### config.mk
export PLATFORM = sky130hd
export DESIGN_NAME = uart_tx_arbiter
export DESIGN_NICKNAME = d
export VERILOG_FILES = /design/src/rtl/uart_tx_arbiter.sv
export SDC_FILE = /design/constraint.sdc
export NUM_CORES = 1
export LEC_CHECK = 0
export BUFFER_PORTS_ARGS = -buffer_cell sky130_fd_sc_hd__buf_4
export CELL_PAD_IN_SITES_DETAIL_PLACEMENT = 1
export CELL_PAD_IN_SITES_GLOBAL_PLACEMENT = 2
export CORE_ASPECT_RATIO = 1.5
export CORE_MARGIN = 8
export CORE_UTILIZATION = 29
export DETAILED_ROUTE_END_ITERATION = 10
export HOLD_SLACK_MARGIN = 0.02
export PLACE_DENSITY_LB_ADDON = 0.1
export RECOVER_POWER = 25
export SLEW_MARGIN = 15
export SYNTH_ARGS = -nofsm -noshare
export SYNTH_HDL_FRONTEND = slang
export SYNTH_SLANG_ARGS = --single-unit
### constraint.sdc
create_clock -name sys_clk -period 3.2 [get_ports sys_clk]
set_clock_uncertainty 0.15 [all_clocks]
set_input_delay 0.64 -clock sys_clk [delete_from_list [all_inputs] [get_ports sys_clk]]
set_output_delay 0.64 -clock sys_clk [all_outputs]
set_load 0.05 [all_outputs]
### src/rtl/uart_tx_arbiter.sv
// uart_tx_arbiter: round-robin arbiter sharing one uart_top transmitter
// among NUM_REQ level-request producers. The winner's word is latched, one
// send pulse is issued, tx_busy is tracked to completion and the winner is
// acked. Optional WAIT_DONE watchdog enabled by defining UART_ARB_TIMEOUT_EN.
//
// Handshake: a producer holds req_valid[i] high with stable req_data until
// it sees req_ack[i] (one cycle). Data is captured at grant time, so later
// changes are ignored. req_grant is one-hot from LAUNCH through DONE.
module uart_tx_arbiter #(
    parameter int NUM_REQ     = 4,
    parameter int DATA_W      = 16,
    parameter int BUSY_WAIT   = 8,
    parameter int TIMEOUT_CYC = 1000000
) (
    input  logic                      sys_clk,
    input  logic                      sys_rst,
    input  logic [NUM_REQ-1:0]        req_valid,
    input  logic [NUM_REQ*DATA_W-1:0] req_data,
    output logic [NUM_REQ-1:0]        req_grant,
    output logic [NUM_REQ-1:0]        req_ack,
    output logic                      tx_send_en,
    output logic [DATA_W-1:0]         tx_data,
    input  logic                      tx_busy,
    output logic                      arb_busy,
    output logic                      err_timeout
);

    localparam int IDX_W = $clog2(NUM_REQ);
    localparam int CNT_W = 20;

    // Marker block: elaborates only for an out-of-range configuration.
    if (NUM_REQ < 2 || NUM_REQ > 8 || BUSY_WAIT < 1 ||
        TIMEOUT_CYC < 1 || TIMEOUT_CYC >= (1 << CNT_W)) begin : g_param_out_of_range
    end

    typedef enum logic [2:0] {
        IDLE,
        LAUNCH,
        WAIT_START,
        WAIT_DONE,
        DONE
    } state_t;

    state_t             state;
    state_t             state_next;
    logic [IDX_W-1:0]   grant_idx;
    logic [IDX_W-1:0]   last_grant;
    logic [IDX_W-1:0]   win_idx;
    logic               win_found;
    logic [CNT_W-1:0]   cnt;
`ifdef UART_ARB_TIMEOUT_EN
    logic               timeout_hit;
`endif

    // Round-robin search: first valid port after last_grant, wrapping to 0.
    always_comb begin
        int               idx;
        logic [IDX_W-1:0] sel;
        win_idx   = '0;
        win_found = 1'b0;
        idx       = 0;
        sel       = '0;
        for (int k = 1; k <= NUM_REQ; k++) begin
            idx = int'(last_grant) + k;
            if (idx >= NUM_REQ) idx = idx - NUM_REQ;
            sel = IDX_W'(idx);
            if (!win_found && req_valid[sel]) begin
                win_found = 1'b1;
                win_idx   = sel;
            end
        end
    end

    // Next-state logic and state-decoded outputs.
    always_comb begin
        state_next = state;
        req_grant  = '0;
        req_ack    = '0;
        tx_send_en = (state == LAUNCH);
        arb_busy   = (state != IDLE);
`ifdef UART_ARB_TIMEOUT_EN
        timeout_hit = 1'b0;
`endif
        if (state != IDLE) req_grant[grant_idx] = 1'b1;
        if (state == DONE) req_ack[grant_idx] = 1'b1;
        case (state)
            IDLE: begin
                // A busy link may still be finishing a frame; never launch over it.
                if (!tx_busy && win_found) state_next = LAUNCH;
            end
            LAUNCH: state_next = WAIT_START;
            WAIT_START: begin
                if (tx_busy)
                    state_next = WAIT_DONE;
                else if (cnt == CNT_W'(BUSY_WAIT - 1))
                    state_next = DONE;
            end
            WAIT_DONE: begin
`ifdef UART_ARB_TIMEOUT_EN
                if (!tx_busy) begin
                    state_next = DONE;
                end else if (cnt == CNT_W'(TIMEOUT_CYC - 1)) begin
                    state_next  = DONE;
                    timeout_hit = 1'b1;
                end
`else
                if (!tx_busy) state_next = DONE;
`endif
            end
            DONE:    state_next = IDLE;
            default: state_next = IDLE;
        endcase
    end

    // State register, grant/data capture, round-robin pointer and wait counter.
    always_ff @(posedge sys_clk) begin
        if (sys_rst) begin
            state      <= IDLE;
            grant_idx  <= '0;
            last_grant <= IDX_W'(NUM_REQ - 1);
            tx_data    <= '0;
            cnt        <= '0;
        end else begin
            state <= state_next;
            if (state == IDLE && state_next == LAUNCH) begin
                grant_idx <= win_idx;
                tx_data   <= req_data[win_idx*DATA_W +: DATA_W];
            end
            if (state == DONE) last_grant <= grant_idx;
            if (state_next != state)
                cnt <= '0;
`ifdef UART_ARB_TIMEOUT_EN
            else if (state == WAIT_START || state == WAIT_DONE)
`else
            else if (state == WAIT_START)
`endif
                cnt <= cnt + 1'b1;
        end
    end

`ifdef UART_ARB_TIMEOUT_EN
    // Sticky watchdog flag; only reset clears it.
    always_ff @(posedge sys_clk) begin
        if (sys_rst)
            err_timeout <= 1'b0;
        else if (timeout_hit)
            err_timeout <= 1'b1;
    end
`else
    assign err_timeout = 1'b0;
`endif

endmodule
==> results.md <==
- Most common cell after layout, fill and taps aside: buf_4
- CP endpoint kind: flop
- Seq/Total Area, Yosys: 35.0%
- Final hold vios: 0
- Endpoints failing setup: 0
- Area fraction in compound gates after synthesis: 17.6%
- Most frequent cells in the layout: buf_4, dfxtp_1, nor2_1, a211oi_1, mux2i_1
- Synth Instances: 280
- CP arrival: 2620 ps
- Avg Vias per Cell: 4.93
- # IOs: 98
- Slew Viols, Final: 0
- First-pass GRT wire length: 13,000 µm
- Detailed-route wire length: 8160 µm
- Hold EP: tx_data[1]
- DR WL/cell: 17.0 µm
- H-tree Lvls: 2
- All-Layer GR Usage: 13.9%
- Initial antenna violation count: 0
- Drt drc: 0
- # port buffers: 96
- Distinct cell type count after synthesis: 45
- Layout cell share with drive strength beyond 1: 27.2%
- DRT antenna net count: 0
- Leakage Power: 1.42 nW
- Largest net degree at the start of global routing: 31
- Antenna Cells: 0
- GPL Wtd Cong: 0.701
- Final Cell Area: 3350 µm²
- Asr flop ratio synth: 0%
- Slew HR: 47.5%
- Net Sw Frac: 31.2%
- DIE WIDTH: 91.2 µm
- Simple-Gate Fraction of Synth Area: 23.3%
- Comb pwr share: 25.4%
- Full die area: 11,800 µm²
- Critical Path Max Stage Delay: 690 ps
- Mux cell area share after synthesis: 10.2%
- Starting density of the core: 29.6%
- Total power: 0.00147 W
- RSZ-0062 raised after global routing: no
- NetSw: 0.000458 W
- Setup Crit Path Kind: reg2reg
- Largest family of logic cells by synthesized area: simple AND/OR/NAND/NOR gates
- Final period utilization: 82.5%
- Req. time, crit path: 3180 ps
- Iter 0 DRT Violations: 79
- Predominant post-synthesis flop cell: dfxtp_1
- Multi-input gate area: 1450 µm²
- Sequential power share: 39.9%
- Setup Buffers After CTS: 0
- Area Overhead vs Synth: 36.3%
- Critical Path Source: state[2]
- Hold depth: 2
- Worst-skew pair later-pin latency: 280 ps
- Flop2flop setup slack: 560 ps
- Setup crit start kind: flop
- Final Non-Filler Cells: 479
- Pint: 0.00101 W
- Hold Crit Start: tx_data[1]
- Setup_tns: 0 ps
- Slew of the pin with the lowest slew margin: 786 ps
- HPWL after DPL: 6600 µm
- Vias in the first global route: 2,543
- Synth Area in Adders: 0.508%
- #FFs+latches synth: 43
- Xor and xnor fraction of the mapped netlist area: 7.12%
- Synthesized area per cell: 8.79 µm²
- Clock buffer depth: 2
- Clk slew on worst S/H paths: 60 ps
- Worst IR Drop VDD: 0.235 mV
- FP Rows: 41
- Placed Instances: 472
- Fin crit period: 2640 ps
- Ys Warns: 0
- Post-layout util: 40.4%
- Number of synthesized flops with an enable pin: 0
- Max FO, Critical Path: 11
- Clk root buf: clkbuf_16
- Syn Std Cell Area: 2460 µm²
- Clock power share: 34.6%
- FF/Latch Area: 861 µm²
- Via count of the routed design: 2,362
- Power density over the cells: 437 nW/µm²
- RR Endpoint: tx_data[0]
- CP dominant cell by count: a211oi_1
- CTS tree: built
- Share of the synthesized area in the top cell type: 35.0%
- Worst R2R Start: state[2]
- First-pass DRT Iterations: 4
- CP cell instances: nor4_1 -> nor2b_1 -> nand2_1 -> a211oi_1 -> a211oi_1
- Synth top area cells: dfxtp_1, mux2i_1, a211oi_1, nor2_1, xor2_1
- Total Nets Final: 444
- Remaining global-route overflow: 0
- Slowest cell on crit path: nor2b_1
- Core area: 8310 µm²
- Sink Count: 43
- FILL cells: 1,019
- Hold_buf cts: 0
- Placed cell area: 3270 µm²
- Area leader, netlist: dfxtp_1
- Worst-case reg-to-reg path depth: 5
- Maxcap violations: 0
- FMAX: 0.379 GHz
- Syn_nets: 352
- Worst hold path type: reg2reg
- # resized after CTS: 0
- Die Span Y: 129 µm
- Total CTS buffers: 5
- Outcome: finished, final reports clean
==> logic make-up after synthesis <==
kind of cell / Yosys count
AO/OA/AOI/OAI: 55
XOR/XNOR: 20
buffers and inverters: 29
AND/OR/NAND/NOR: 106
multiplexers: 25
flip-flops: 43
adder cells (fa/ha/maj): 1
other: 1
==> area by class of cell <==
class,instances,share of cell area (%)
clock inverters,1,0.149
multi-input cells,208,43.2
clock buffers,6,4.14
well taps,107,3.99
flip-flops and latches,43,25.7
inverters,12,1.34
repair buffers,102,21.5
==> synthesized netlist by cell type, types with 6 or more instances <==
master	number
dfxtp_1	43
nor2_1	35
a211oi_1	28
mux2i_1	25
nand2_1	12
inv_1	11
xor2_1	11
o21bai_1	9
xnor2_1	9
nor4_1	8
and3_1	7
nand3b_1	7
nor3_1	7
o221ai_1	7
nand2b_1	6
==> power by group through the flow <==
stage	logic (W)	clock network, W	registers [W]
floorplan	0.000170	0	0.000667
global placement	0.000396	0	0.000599
detailed placement	0.000400	0	0.000598
CTS	0.000400	0.000523	0.000587
global route	0.000402	0.000544	0.000590
finish	0.000373	0.000507	0.000585
==> worst max-delay path, delay by kind of cell (launching register included) <==
kind,cells,cell delay [ps]
AND/OR/NAND/NOR,3,1500
AO/OA/AOI/OAI,2,430
flip-flops,1,410
==> routing by layer <==
layer / up-vias / wire length (µm) / GRT usage (%)
li1: 1195 / - / -
met1: 1106 / 2980 / 12.9
met2: 57 / 4650 / 27.7
met3: 4 / 465 / 4.55
met4: 0 / 68 / 4.07
met5: - / 0 / 0
==> registers in the layout (all words and copies together) (netlist names) <==
name / flops
state: 3
cnt: 20
last_grant: 2
grant_idx: 2
tx_data: 16
==> how the worst max path moves through the flow <==
stage / endpoint / slack, ps / cells after the start
floorplan: req_ack[0] / 610 / 3
global placement: tx_data[12] / 390 / 6
detailed placement: tx_data[0] / 230 / 6
CTS: tx_data[0] / 470 / 5
global route: tx_data[0] / 240 / 5
finish: tx_data[0] / 560 / 5
==> stage by stage <==
stage          hold slack, ps  setup WS, ps
2_1_floorplan             329           610
3_3_place_gp              336           390
3_5_place_dp              336           227
4_1_cts                   361           465
5_1_grt                   397           235
6_report                  357           559
(Power assumes the default switching activity.)
